$ cat src/rtl/fetch_pkg.sv
// Shared types and constants for the instruction-fetch stage.
// The optional perf counters are enabled with FETCH_PERF_CNT_EN.
package fetch_pkg;

    typedef enum logic [1:0] {
        IDLE,
        REQ,
        WAIT,
        HOLD
    } state_t;

    localparam logic [31:0] NOP_INSTR = 32'h0;
    localparam int unsigned PC_INC = 4;

endpackage

$ cat src/rtl/fetch_skid.sv
// Single-entry holding register for a response that arrives while
// decode is stalled on an occupied IF/ID slot.
module fetch_skid
    import fetch_pkg::*;
#(
    parameter int ADDR_W = 32,
    parameter int DATA_W = 32
) (
    input  logic              clk,
    input  logic              rst_n,
    input  logic              load,
    input  logic              clear,
    input  logic              drain,
    input  logic [DATA_W-1:0] load_data,
    input  logic [ADDR_W-1:0] load_pc,
    output logic              valid,
    output logic [DATA_W-1:0] data,
    output logic [ADDR_W-1:0] pc
);

    always_ff @(posedge clk or negedge rst_n) begin
        if (!rst_n) begin
            valid <= 1'b0;
            data  <= DATA_W'(NOP_INSTR);
            pc    <= '0;
        end else if (clear || drain) begin
            valid <= 1'b0;
        end else if (load) begin
            valid <= 1'b1;
            data  <= load_data;
            pc    <= load_pc;
        end
    end

endmodule

$ cat src/rtl/fetch_stage.sv
// Instruction-fetch stage: PC owner, single-outstanding imem reader, IF/ID slot.
// Define FETCH_PERF_CNT_EN to build the fetched/bubble performance counters.
module fetch_stage
    import fetch_pkg::*;
#(
    parameter int                ADDR_W   = 32,
    parameter int                DATA_W   = 32,
    parameter logic [ADDR_W-1:0] RESET_PC = '0
) (
    input  logic              clk,
    input  logic              rst_n,
    output logic              imem_req_valid,
    input  logic              imem_req_ready,
    output logic [ADDR_W-1:0] imem_req_addr,
    input  logic              imem_rsp_valid,
    input  logic [DATA_W-1:0] imem_rsp_data,
    input  logic              stall,
    input  logic              redirect_valid,
    input  logic [ADDR_W-1:0] redirect_pc,
    output logic              if_id_valid,
    output logic [DATA_W-1:0] if_id_instr,
    output logic [ADDR_W-1:0] if_id_pc_next,
    output logic [ADDR_W-1:0] pc_o,
    output logic [31:0]       perf_fetched,
    output logic [31:0]       perf_bubbles
);

    state_t            state;
    state_t            state_d;
    logic [ADDR_W-1:0] pc;
    logic [ADDR_W-1:0] pc_d;
    logic [ADDR_W-1:0] inflight_pc;
    logic [ADDR_W-1:0] inflight_d;
    logic              kill;
    logic              kill_d;
    logic              valid_d;
    logic [DATA_W-1:0] instr_d;
    logic [ADDR_W-1:0] pc_next_d;
    logic [ADDR_W-1:0] rsp_pc;
    logic              slot_free;
    logic              skid_load;
    logic              skid_clear;
    logic              skid_drain;
    logic              skid_valid;
    logic [DATA_W-1:0] skid_data;
    logic [ADDR_W-1:0] skid_pc;

    assign imem_req_valid = (state == REQ) && !redirect_valid;
    assign imem_req_addr  = pc;
    assign pc_o           = pc;
    assign rsp_pc         = inflight_pc + ADDR_W'(PC_INC);
    assign slot_free      = !if_id_valid || !stall;

    always_comb begin
        state_d    = state;
        pc_d       = pc;
        inflight_d = inflight_pc;
        kill_d     = kill;
        valid_d    = if_id_valid;
        instr_d    = if_id_instr;
        pc_next_d  = if_id_pc_next;
        skid_load  = 1'b0;
        skid_clear = 1'b0;
        skid_drain = 1'b0;

        // Without a new instruction the slot either holds or drains to a bubble.
        if (!stall) begin
            valid_d = 1'b0;
            instr_d = DATA_W'(NOP_INSTR);
        end

        unique case (state)
            IDLE: begin
                state_d = REQ;
            end
            REQ: begin
                if (imem_req_valid && imem_req_ready) begin
                    inflight_d = pc;
                    state_d    = WAIT;
                end
            end
            WAIT: begin
                if (imem_rsp_valid) begin
                    if (kill) begin
                        kill_d  = 1'b0;
                        state_d = REQ;
                    end else if (slot_free) begin
                        valid_d   = 1'b1;
                        instr_d   = imem_rsp_data;
                        pc_next_d = rsp_pc;
                        pc_d      = rsp_pc;
                        state_d   = REQ;
                    end else begin
                        skid_load = 1'b1;
                        state_d   = HOLD;
                    end
                end
            end
            HOLD: begin
                if (!stall) begin
                    skid_drain = 1'b1;
                    valid_d    = skid_valid;
                    instr_d    = skid_data;
                    pc_next_d  = skid_pc;
                    pc_d       = skid_pc;
                    state_d    = REQ;
                end
            end
            default: begin
                state_d = IDLE;
            end
        endcase

        // Redirect wins over everything, including stall.
        if (redirect_valid) begin
            valid_d    = 1'b0;
            instr_d    = DATA_W'(NOP_INSTR);
            pc_next_d  = if_id_pc_next;
            pc_d       = {redirect_pc[ADDR_W-1:2], 2'b00};
            inflight_d = inflight_pc;
            skid_load  = 1'b0;
            skid_drain = 1'b0;
            skid_clear = 1'b1;
            kill_d     = kill;
            unique case (state)
                WAIT: begin
                    if (imem_rsp_valid) begin
                        kill_d  = 1'b0;
                        state_d = REQ;
                    end else begin
                        kill_d  = 1'b1;
                        state_d = WAIT;
                    end
                end
                HOLD:    state_d = REQ;
                REQ:     state_d = REQ;
                default: state_d = REQ;
            endcase
        end
    end

    always_ff @(posedge clk or negedge rst_n) begin
        if (!rst_n) begin
            state         <= IDLE;
            pc            <= RESET_PC;
            inflight_pc   <= '0;
            kill          <= 1'b0;
            if_id_valid   <= 1'b0;
            if_id_instr   <= DATA_W'(NOP_INSTR);
            if_id_pc_next <= '0;
        end else begin
            state         <= state_d;
            pc            <= pc_d;
            inflight_pc   <= inflight_d;
            kill          <= kill_d;
            if_id_valid   <= valid_d;
            if_id_instr   <= instr_d;
            if_id_pc_next <= pc_next_d;
        end
    end

    fetch_skid #(
        .ADDR_W(ADDR_W),
        .DATA_W(DATA_W)
    ) u_skid (
        .clk      (clk),
        .rst_n    (rst_n),
        .load     (skid_load),
        .clear    (skid_clear),
        .drain    (skid_drain),
        .load_data(imem_rsp_data),
        .load_pc  (rsp_pc),
        .valid    (skid_valid),
        .data     (skid_data),
        .pc       (skid_pc)
    );

`ifdef FETCH_PERF_CNT_EN
    logic [31:0] fetched_q;
    logic [31:0] bubbles_q;
    logic        fetch_load;

    // A valid next slot that is not a stalled hold is a fresh load.
    assign fetch_load = valid_d && !(if_id_valid && stall);

    always_ff @(posedge clk or negedge rst_n) begin
        if (!rst_n) begin
            fetched_q <= '0;
            bubbles_q <= '0;
        end else begin
            if (fetch_load) begin
                fetched_q <= fetched_q + 32'd1;
            end
            if (!if_id_valid && !stall) begin
                bubbles_q <= bubbles_q + 32'd1;
            end
        end
    end

    assign perf_fetched = fetched_q;
    assign perf_bubbles = bubbles_q;
`else
    assign perf_fetched = '0;
    assign perf_bubbles = '0;
`endif

endmodule

$ cat config.mk
export PLATFORM = sky130hd
export DESIGN_NAME = fetch_stage
export DESIGN_NICKNAME = d
export VERILOG_FILES = /design/src/rtl/fetch_pkg.sv /design/src/rtl/fetch_skid.sv /design/src/rtl/fetch_stage.sv
export SDC_FILE = /design/constraint.sdc
export NUM_CORES = 1
export LEC_CHECK = 0
export BUFFER_PORTS_ARGS = -buffer_cell sky130_fd_sc_hd__buf_4
export CAP_MARGIN = 0
export CORE_MARGIN = 8
export CORE_UTILIZATION = 53
export CTS_CLUSTER_SIZE = 14
export DETAILED_ROUTE_END_ITERATION = 6
export PLACE_DENSITY = 0.77
export SETUP_SLACK_MARGIN = 0.5
export SLEW_MARGIN = 20
export SYNTH_ARGS = -nofsm -noshare
export SYNTH_HDL_FRONTEND = slang
export SYNTH_SLANG_ARGS = --single-unit
$ cat constraint.sdc
create_clock -name clk -period 2.55 [get_ports clk]
set_input_delay 0.51 -clock clk [delete_from_list [all_inputs] [get_ports clk]]
set_output_delay 0.51 -clock clk [all_outputs]
set_load 0.03 [all_outputs]
Word level (Yosys, flattened, before mapping):

Cells that the tools add are included.
W data, S select, Z words.

* flip-flop bits (word level): 197
* input port bits: 70
* logic and storage cells: 88

* add/subtract/negate cells: 1
* mux-type cells: 45
* bitwise gates (word level): 2
* equal/unequal tests: 12
* reductions and logical operators: 18

Operator list (count)
* $mux W32: 11
* $pmux W32 S2: 2
* $add A32 B3 Y32 const B: 1
* $mux W1: 22
* $mux W2: 8
* $ne A3 B3 Y1 const B: 4
* $ne A2 B2 Y1 const B: 4
* $pmux W2 S4: 1
* $reduce_and A3 Y1: 2
* $reduce_and A6 Y1: 1
* $reduce_bool A2 Y1: 3
* $reduce_and A5 Y1: 1
* $eq A2 B2 Y1 const B: 2
* $reduce_and A2 Y1: 2
* $logic_not A1 Y1: 3
* $ne A3 B2 Y1 const B: 1
* $reduce_bool A3 Y1: 1
* $eq A2 B1 Y1 const B: 1
* $logic_and A1 B1 Y1: 2
* $logic_not A2 Y1: 1
* $logic_or A1 B1 Y1: 2
* $not A1 Y1: 2
* $pmux W1 S2: 1

Longest topological paths before layout:

Gate-level depths: netlist (run 1).

* word-level depth: 9
* depth in mapped cells: 9

Cells and area by module:

From an unflattened synthesis (run 1), not the netlist that was laid out.

* cells, all modules: 892
* area, all modules: 10307.4 µm²

Modules (own cells, without submodules)
* fetch_stage: sequential area each 3303.2 µm², cells an instance 753, area an instance 7582.3 µm², instances 1
* fetch_skid: sequential area each 1626.6 µm², cells an instance 139, area an instance 2725.1 µm², instances 1

Worst setup path after synthesis (run 1):

OpenSTA, ideal clock, no wires.

* path type: register to register
* from: reg state[0]
* to: reg if_id_pc_next[30]
* required time: 2.424 ns
* stages on the path, launching flop included: 8
* arrival time: 1.928 ns
* buffers on the path: 2
* slack: 0.496 ns
* cells stage by stage: dfrtp_1 -> inv_1 -> ha_1 -> buf_2 -> or4b_1 -> o21a_1 -> buf_2 -> a221o_1

* cells in the longest elaborated chain, start to end: 3
* elaborated cells between the ends (all ways): 9
* those cells by class: eq/ne (6); mux (1); reduce/logical (2)

Ends and longest elaborated chain
* start: declaration: line fetch_stage.sv:28 `state_t state;`
* start signal: assignment: line fetch_stage.sv:152 `state <= state_d;`
* $eq A2 B2 Y1: line fetch_stage.sv:72 `unique case (state)`
* $ne A2 B2 Y1 (no line) or $reduce_bool A2 Y1 (tied branches)
* $reduce_and A6 Y1 (no line)
* end signal: assignment: line fetch_stage.sv:158 `if_id_pc_next <= pc_next_d;`
* end: declaration: line fetch_stage.sv:22 `output logic [ADDR_W-1:0] if_id_pc_next,`

Several ways; a longest one is shown, not always the timed one.
A chain may end at the register's enable or synchronous reset.

Final worst setup path (run 1):

* from: reg state[0]
* to: reg pc[13], in the netlist imem_req_addr[13]

* cells in the longest elaborated chain, start to end: 3
* elaborated cells between the ends (all ways): 10
* those cells by class: eq/ne (6); mux (2); reduce/logical (2)

Ends and longest elaborated chain
* $eq A2 B2 Y1: line fetch_stage.sv:72
* $ne A3 B3 Y1 (no line) (tied with other cells)
* $reduce_and A5 Y1 (no line) or $mux W32 (tied branches)
* end signal: assignment: line fetch_stage.sv:153 `pc <= pc_d;`
* end: declaration: line fetch_stage.sv:30 `logic [ADDR_W-1:0] pc;`

Several ways; a longest one is shown, not always the timed one.

==> run_results.csv, run 1 <==
group,metric,value,unit
timing,finalSetupTns,0,ps
logic_synthesis,yosysWarningCount,0,
logic_synthesis,synth_seq_area_share,49.3,%
logic_synthesis,synth-xor-area-share,1.75,%
global_routing,grt_max_degree,70,
logic_synthesis,async_reset_ff_share,100,%
critical_path,worstPathArrival,2480,ps
logic_synthesis,synth-simple-area-share,13.2,%
logic_synthesis,synth_fa_ha_area_share,0.500,%
floorplan,die_y,153,um
cts,cts-root-buf,"clkbuf_16",
floorplan,start_util,53.6,%
logic_synthesis,post_synth_num_cell_types,55,
placement,numPortBuffers,197,
drt,drtPass1Iterations,5,
cts,clockBufferDepth,2,
critical_path,slowest_delay,590,ps
floorplan,die_w,153,um
timing,period_needed,2100,ps
final_layout,antenna_cells,0,
drt,vias,7823,
floorplan,boundaryPins,264,
timing,final-max-slew-violation-count,0,
timing,slew_headroom,53.1,%
global_routing,track_usage,21.9,%
critical_path,worstPathCellList,"inv_2, ha_4, or4b_4, o21a_4, a211oi_1, a211o_1",
cts,cts_hold_buf,0,
pwr,ir_drop,571,uV
placement,gp_congestion,0.873,
global_routing,gr-max-usage-layer,"met2",
final_layout,nets,1214,
pwr,p_leak,0.00598,uW
pwr,p_clk_share,25.9,%
timing,fmax,0.476,GHz
logic_synthesis,synth.avg_cell_area,10.4,um^2
logic_synthesis,synth_edf_count,0,
logic_synthesis,synth-seq-cells,197,
logic_synthesis,synth_area_leaders,"dfrtp_1 (49%), mux2_2 (11%), buf_4 (7.5%), nand2_1 (4.2%), a21oi_1 (3.6%)",
global_routing,grt_use_met2,35.5,%
pwr,sw_frac_of_total,38.6,%
global_routing,grt_pass1_vias,7877,
timing,fin_crit_sh,82.4,%
logic_synthesis,yosys.area.top_type_share,49.3,%
run_status,status,"finished, final reports clean",
critical_path,cp_max_fo,7,
pwr,p_int,6330,uW
pwr,comb_power_share,32.6,%
pwr,powerDensity,833,nW/um^2
hold_path,hold_class,"primary input to async pin",
critical_path,startpoint_type,"flip-flop",
final_layout,area_delta_synth_final,23.6,%
critical_path,required,2930,ps
global_routing,grt_pass1_wl,42000,um
cts,clock-sinks,197,
logic_synthesis,yosysTopAreaCell,"dfrtp_1",
critical_path,cp-end-kind,"flip-flop",
placement,placed_area,11300,um^2
timing,rsz0062_at_grt,"true",
final_layout,fin_area,12400,um^2
cts,h-tree-depth,4,
timing,worstMarginPinSlew,704,ps
pwr,power.share.sequential,41.5,%
drt,wl,26500,um
timing,holdWs,64.7,ps
pwr,p_sw,3970,uW
critical_path,crit_type,"flip-flop to flip-flop",
logic_synthesis,syn_inst,965,
global_routing,grt-ovfl-total,0,
final_layout,drive_above_1_share,37.2,%
drt,drc,0,
placement,place_hpwl,18000,um
run,drv_cap,0,
logic_synthesis,synth_area,10000,um^2
logic_synthesis,ys.flop_type,"dfrtp_1",
pwr,power.total,10300,uW
cts,clkTransAtPathRegs,70,ps
logic_synthesis,synth_top_family_by_area,"simple AND/OR/NAND/NOR gates",
drt,via_per_inst,5.64,
cts,insertion_delay,440,ps
floorplan,core_area,18600,um^2
critical_path,crit_path_top_delay_cell,"or4b_4",
timing,finalClockSkew,9.20,ps
timing,hold_viol,0,
drt,ant_nets,0,
drt,drt-initial-drc-count,582,
logic_synthesis,synth_compound_area_share,13.2,%
cts,cts_buffers,17,
logic_synthesis,muxShareOfSynthArea,11.7,%
floorplan,rows,50,
floorplan,die-area,23500,um^2
global_routing,use_met3,6.82,%
cts,cts_tree,"yes",
global_routing,antenna_found_initial,0,
drt,wl_per_cell,19.1,um
global_routing,grtUsageMet1,27.6,%
timing,setup_viol,0,
## layer usage
metal  routed length (um)  up-vias
met4                  499        0
li1                     -     3609
met3                 2430       44
met2                12800      325
met1                10800     3845
met5                    0        -
## path summary, 6_finish.rpt
path	start	to	slack [ps]	depth (start not counted)
setup / recovery	state[0]	imem_req_addr[13]	450	6
max in group asynchronous	rst_n	u_skid.data[25]	1690	2
min in group clk	imem_rsp_valid	kill	270	2
setup reg to reg	state[0]	imem_req_addr[13]	450	6
hold reg to reg	if_id_pc_next[21]	if_id_pc_next[21]	470	2
hold / removal	rst_n	u_skid.pc[10]	60	1
## stage by stage
step | setup WS (ps) | util [%] | std cells
after floorplan | 517 | - | 1028
after global placement | 95.5 | 60.8 | 1330
after detailed placement | 35.1 | 60.8 | 1330
after CTS | 471 | 64.7 | 1369
after global routing | 380 | 66.3 | 1387
final | 450 | 66.3 | 1387
## synthesized netlist by cell type, types with 6 or more instances
cell type / n
nor3b_1: 13
nor2_1: 52
a211oi_1: 12
o21a_1: 9
o211ai_1: 13
nor4_1: 6
a22oi_1: 34
mux2_2: 99
nand4_1: 8
o21ai_0: 24
buf_4: 100
nor2b_1: 6
nand3_1: 23
clkbuf_1: 32
nor3_1: 14
xor2_1: 10
buf_1: 12
inv_1: 7
and3_1: 10
a211o_1: 10
a21o_1: 7
nand2b_1: 7
buf_2: 13
xnor2_1: 10
mux2i_1: 6
nand2_1: 111
a21oi_1: 72
dfrtp_1: 197
## power groups by stage
stage / combinational (uW) / clock [uW] / sequential [uW]
finish: 3360 / 2670 / 4270
global route: 3600 / 2820 / 4360
CTS: 3300 / 2700 / 4250
detailed placement: 3250 / 0 / 4310
global placement: 3190 / 0 / 4280
floorplan: 1570 / 0 / 4830
## logic make-up (layout without fill, tap and decap cells)
| kind of cell | Yosys count | in the layout |
|---|---|---|
| muxes | 105 | 105 |
| AOI/OAI and AO/OA | 205 | 206 |
| buffers and inverters | 165 | 289 |
| other | 1 | 64 |
| and+or+nand+nor | 268 | 268 |
| xor gates and xnor gates | 20 | 20 |
| adders and majority gates | 4 | 4 |
| DFF | 197 | 197 |
## cell type report
class                      instances  area, um^2
multi-input combinational        667        4480
fill                            1481        6280
sequential                       197        4930
timing repair buffer             250        2050
inverter                           7        30.0
clock inverter                    15         159
tap                              234         293
clock buffer                      17         425
## state kept, by name, summed over array words and instances (netlist names)
signal	count
u_skid.data	32
u_skid.pc	32
state	2
if_id_instr	32
if_id_valid	1
if_id_pc_next	32
kill	1
imem_req_addr	32
u_skid.valid	1
inflight_pc	32
## cell usage in the layout (no fill, tap or decap), drive strengths merged, types with 9 or more instances in the layout
cell type	count
and3	11
nand2	111
nor3b	13
xnor2	10
o211ai	13
o21ai	29
nor4	9
nor3	14
inv	16
nor2	52
nand4	12
o21a	10
a21oi	72
dfrtp	197
a22oi	34
clkbuf	20
mux2	99
a211o	10
xor2	10
nand3	23
a211oi	12
buf	247
conb	64
## what timing repair did
action                                  in CTS  in global routing
endpoints found under the setup margin     114                121
resized for setup                           22                 34
buffers inserted                             6                 16
cloned                                       1                  2
pin swaps                                    3                 15
## worst max-delay path: cells and delay by family (launching register included)
kind / cells / cell delay [ps]
and+or+nand+nor: 1 / 590
buffers and inverters: 1 / 60
DFF: 1 / 420
AOI/OAI and AO/OA: 3 / 780
adders and majority gates: 1 / 180
No activity file was read; power rests on OpenSTA's default activity.
==> run 2, diff against run 1 <==
Settings changed: CORE_UTILIZATION 53 to 48, PLACE_DENSITY 0.77 to 0.74.
Clock period 2.55 ns to 1.7 ns, I/O delays scaled along.
==> run 2 against run 1 <==
The flow now finishes with violations (setup timing). Register-to-register slack worse by 990 ps. Worst setup slack worse by 990 ps. Flip-flop and latch count unchanged. Clock skew up 6.9 ps. Power up 82%. Via count up 26%. Worst hold slack better by 42 ps.
==> run_results.csv, run 2 (synthesized netlist as in run 1, its figures left out) <==
group,metric,value,unit
placement,place_hpwl,19400,um
global_routing,antenna_found_initial,1,
timing,slew_headroom,54.8,%
pwr,p_leak,0.00780,uW
final_layout,layout_common_cells,"buf_4 (242), dfrtp_1 (186), buf_6 (170), nand2_1 (69), conb_1 (64)",
timing,hold_viol,0,
timing,worstMarginPinSlew,678,ps
critical_path,required,2010,ps
final_layout,fin_util,78.6,%
final_layout,final_cells,1645,
final_layout,drive_above_1_share,58.8,%
floorplan,start_util,48.2,%
placement,gp_congestion,0.861,
floorplan,core_area,20800,um^2
cts,clock-sinks,197,
placement,placed_area,12200,um^2
floorplan,die_w,160,um
floorplan,die_y,160,um
run_status,status,"complete, but fails checks",
placement,pre_cts_slack,-294,ps
run,drv_cap,0,
critical_path,cp_max_fo,5,
cts,cts_tree,"yes",
timing,fmax,0.447,GHz
drt,via_per_inst,5.99,
drt,met2RoutedLength,19800,um
drt,drtPass1Iterations,5,
timing,final-max-slew-violation-count,0,
drt,drt-initial-drc-count,1135,
floorplan,die-area,25700,um^2
drt,wl_per_cell,24.9,um
floorplan,rows,53,
critical_path,cp-end-kind,"flip-flop",
placement,numPortBuffers,197,
timing,rsz0062_at_grt,"true",
global_routing,grt_max_degree,53,
placement,place_inst,1454,
final_layout,nets,1430,
cts,clkTransAtPathRegs,80,ps
drt,wl_met3,3760,um
drt,wl_met1,15200,um
drt,top_layer_used,"met4",
cts,cts_buffers,17,
pwr,ir_drop,1130,uV
floorplan,boundaryPins,264,
global_routing,track_usage,23.5,%
timing,period_needed,2240,ps
cts,cts-root-buf,"clkbuf_16",
drt,ant_nets,0,
cts,clockBufferDepth,2,
pwr,powerDensity,1150,nW/um^2
drt,drc,0,
global_routing,grt_pass1_vias,9239,
final_layout,area_delta_synth_final,63.2,%
final_layout,final_common_cell,"buf_4",
global_routing,grt-ovfl-total,0,
run_status,violations,"setup timing",
hold_path,holdPathStages,3,
global_routing,grt_pass1_wl,49000,um
cts,h-tree-depth,4,
critical_path,startpoint_type,"flip-flop",
timing,fin_crit_sh,132,%
timing,setup_ws,-536,ps
final_layout,fin_area,16300,um^2
critical_path,crit_type,"flip-flop to flip-flop",
drt,wl,41000,um
timing,setup_viol,195,
critical_path,r2r_cells,11,
hold_path,hold_class,"primary input to flip-flop",
drt,vias,9857,
timing,finalClockSkew,16.1,ps
critical_path,worstPathArrival,2550,ps
cts,insertion_delay,450,ps
[run 2: path summary, 6_finish.rpt]
| check | slack (ps) | end | startpoint |
|---|---|---|---|
| max | -540 | imem_req_addr[31] | state[0] |
| min | 110 | imem_req_addr[6] | redirect_pc[6] |
| max reg2reg | -540 | imem_req_addr[31] | state[0] |
| min reg2reg | 500 | u_skid.pc[19] | u_skid.pc[19] |
| max in group asynchronous | 720 | u_skid.data[2] | rst_n |
| min in group asynchronous | 380 | imem_req_addr[13] | rst_n |
[run 2: critical path, stage by stage (launching register included)]
cell	delay, ps
dfrtp_1	440
inv_2	90
ha_4	160
buf_6	100
nand3b_1	160
buf_4	200
buf_6	120
o22ai_4	150
buf_6	180
nor3b_1	70
a211oi_1	290
o21ai_1	140
[run 2: layout make-up]
| class | count | area, um^2 |
|---|---|---|
| clock buffers | 17 | 425 |
| repair buffers | 464 | 4790 |
| inverters | 7 | 45.0 |
| well taps | 275 | 344 |
| fillers | 1119 | 4440 |
| flip-flops and latches | 197 | 4940 |
| clock inverters | 15 | 170 |
| diodes | 1 | 2.50 |
| multi-input cells | 669 | 5600 |
[run 2: report_power, final]
part / switching [uW] / leakage [uW] / internal [uW] / total, uW
sequential: 945 / 0.00258 / 5550 / 6500
clock: 2020 / 0.000275 / 2210 / 4230
combinational: 4310 / 0.00495 / 3720 / 8030
total: 7280 / 0.00780 / 11500 / 18800
[run 2: repair_timing]
action	4_1_cts	5_1_grt
resized for setup	293	215
hold buffers	1	0
hold endpoints to repair	29	0
gates cloned	9	11
pin swaps	32	91
setup buffers	83	54
setup endpoints to repair	326	326
[run 2: metal layers]
layer	global-route usage, %	up-vias
li1	-	4049
met1	29.3	4907
met2	39.9	701
met3	4.74	200
met4	8.54	0
met5	0	-
[run 2: metrics by stage]
| stage | hold slack, ps | power (uW) | setup TNS, ps |
|---|---|---|---|
| floorplan | 44.4 | 9770 | -12630 |
| global placement | 273 | 11800 | -19760 |
| detailed placement | 276 | 11900 | -25900 |
| CTS | 101 | 17300 | -24570 |
| global route | 105 | 19300 | -61660 |
| finish | 107 | 18800 | -55770 |
==> run 3, diff against run 2 <==
Settings changed: CORE_MARGIN 8 to 1.5.
==> run 3 against run 2 <==
The run still ends with setup timing left. Sequential power fell by 3%. Flip-flop and latch count unchanged. Combinational power is 21% lower. Critical path type unchanged. Highest routed layer unchanged.
==> run_results.csv, run 3 (synthesized netlist as in run 1, its figures left out) <==
group,metric,value,unit
run_status,status,"complete, but fails checks",
run_status,violations,"setup timing",
hold_path,whs_endpoint,"imem_req_addr[3]",
global_routing,track_usage,24.7,%
cts,cts_buffers,17,
placement,place_hpwl,18000,um
floorplan,boundaryPins,264,
final_layout,area_delta_synth_final,38.6,%
timing,setup_ws,-285,ps
critical_path,crit_path_frequent_cell,"buf_6",
floorplan,die_y,147,um
timing,finalClockSkew,11.9,ps
hold_path,min-delay-start,"redirect_pc[3]",
drt,drt-initial-drc-count,544,
global_routing,grt_pass1_vias,7948,
drt,drtPass1Iterations,5,
timing,holdWs,114,ps
critical_path,worstPathArrival,2310,ps
cts,cts_tree,"yes",
cts,clock-sinks,197,
drt,vias,8406,
critical_path,startpoint_type,"flip-flop",
critical_path,r2r-start,"state[0]",
drt,drc,0,
cts,cts-root-buf,"clkbuf_16",
drt,wl_per_cell,18.9,um
timing,fmax,0.504,GHz
pwr,powerDensity,1210,nW/um^2
timing,period_needed,1990,ps
timing,rsz0062_at_grt,"true",
placement,gp_congestion,0.864,
placement,place_inst,1446,
timing,setup_viol,179,
cts,clkTransAtPathRegs,70,ps
hold_path,hold_class,"primary input to flip-flop",
critical_path,cp-end-kind,"flip-flop",
global_routing,grt_pass1_wl,42300,um
final_layout,antenna_cells,0,
floorplan,rows,52,
final_layout,final_cells,1516,
floorplan,die_w,147,um
critical_path,slowest_delay,400,ps
placement,numPortBuffers,197,
timing,worstMarginPinSlew,511,ps
timing,slew_headroom,65.6,%
timing,finalSetupTns,-30220,ps
pwr,p_leak,0.00672,uW
final_layout,final_common_cell,"buf_4",
drt,wl,28700,um
pwr,ir_drop,893,uV
critical_path,required,2020,ps
cts,insertion_delay,440,ps
critical_path,r2r_slack,-290,ps
final_layout,layout_common_cells,"buf_4 (284), dfrtp_1 (194), nand2_1 (100), mux2_2 (79), a21oi_1 (67)",
critical_path,cp_max_fo,11,
critical_path,worstPathCellList,"inv_1, ha_2, buf_6, nand4bb_4, buf_4, nor2_4, buf_6, clkbuf_16, mux2_2",
timing,fin_crit_sh,117,%
timing,final-max-slew-violation-count,0,
drt,via_per_inst,5.54,
critical_path,r2r_cells,9,
global_routing,grt-ovfl-total,0,
timing,hold_viol,0,
global_routing,antenna_found_initial,0,
floorplan,die-area,21700,um^2
final_layout,nets,1307,
pwr,power.total,16800,uW
cts,clockBufferDepth,2,
final_layout,drive_above_1_share,44.8,%
hold_path,holdPathStages,3,
cts,h-tree-depth,4,
global_routing,grt_max_degree,103,
critical_path,crit_type,"flip-flop to flip-flop",
floorplan,core_area,20400,um^2
critical_path,rr_endpoint,"u_skid.data[31]",
critical_path,crit_path_top_delay_cell,"dfrtp_1",
drt,ant_nets,0,
floorplan,start_util,49.1,%
run,drv_cap,0,
placement,pre_cts_slack,-362,ps
-- run 3: cell count changes in the layout (fill, tap and decap cells not counted), moves of 10 or more --
| cell | previous run | this run |
|---|---|---|
| nor2_1 | 30 | 46 |
| a21oi_2 | 34 | 4 |
| nand2_2 | 23 | 5 |
| nand2_1 | 69 | 100 |
| a21oi_1 | 36 | 67 |
| buf_8 | 11 | 1 |
| mux2_4 | 37 | 20 |
| mux2_2 | 62 | 79 |
| nor2_4 | 15 | 4 |
| nand2_4 | 18 | 6 |
| buf_4 | 242 | 284 |
| o21ai_0 | 2 | 13 |
| buf_6 | 170 | 25 |
-- run 3: per-layer routing --
| metal | part of all wire [%] | vias to the layer above | GRT usage, % |
|---|---|---|---|
| met3 | 5.4 | 61 | 3.63 |
| met5 | 0 | - | 0 |
| met2 | 49 | 359 | 39.8 |
| met4 | 3.1 | 0 | 9.75 |
| li1 | - | 3793 | - |
| met1 | 43 | 4193 | 33.7 |
-- run 3: stage by stage --
stage | area [um^2] | util, %
detailed placement | 12200 | 59.9
global route | 13900 | 68.1
CTS | 13200 | 64.9
finish | 13900 | 68.1
floorplan | 10600 | -
global placement | 12200 | 59.9
-- run 3: worst max-delay path by stage --
stage | slack (ps) | start | endpoint | depth (start not counted)
3_3_place_gp | -260 | state[0] | imem_req_addr[24] | 9
5_1_grt | -330 | state[0] | u_skid.data[31] | 9
3_5_place_dp | -360 | state[0] | if_id_pc_next[24] | 9
2_1_floorplan | -200 | state[0] | if_id_pc_next[30] | 7
6_report | -290 | state[0] | u_skid.data[31] | 9
4_1_cts | -210 | state[0] | imem_req_addr[16] | 10
-- run 3: worst max-delay path: cells and delay by family, from the launching register on --
family | cells | cell delay (ps)
buffers and inverters | 5 | 680
flip-flops | 1 | 400
adder cells (fa/ha/maj) | 1 | 190
multiplexers | 1 | 330
AND/OR/NAND/NOR | 2 | 260
-- run 3: timing repair --
action,CTS,global route
endpoints found under the setup margin,327,327
endpoints found under the hold margin,37,0
cloned,3,10
buffers inserted,11,13
hold buffers,1,0
gates resized for setup,62,76
pin swaps,29,15
-- run 3: where the power goes --
part	switching (uW)	internal [uW]	total (uW)
Combinational	3600	2730	6330
Sequential	769	5550	6320
Clock	1830	2340	4180
Total	6200	10600	16800
-- run 3: cell type report --
cell class	count	area [um^2]
Clock buffer	19	433
Clock inverter	13	170
Fill cell	1442	6510
Inverter	7	38.8
Multi-Input combinational cell	669	4870
Sequential cell	197	4930
Tap cell	270	338
Timing Repair Buffer	341	3080
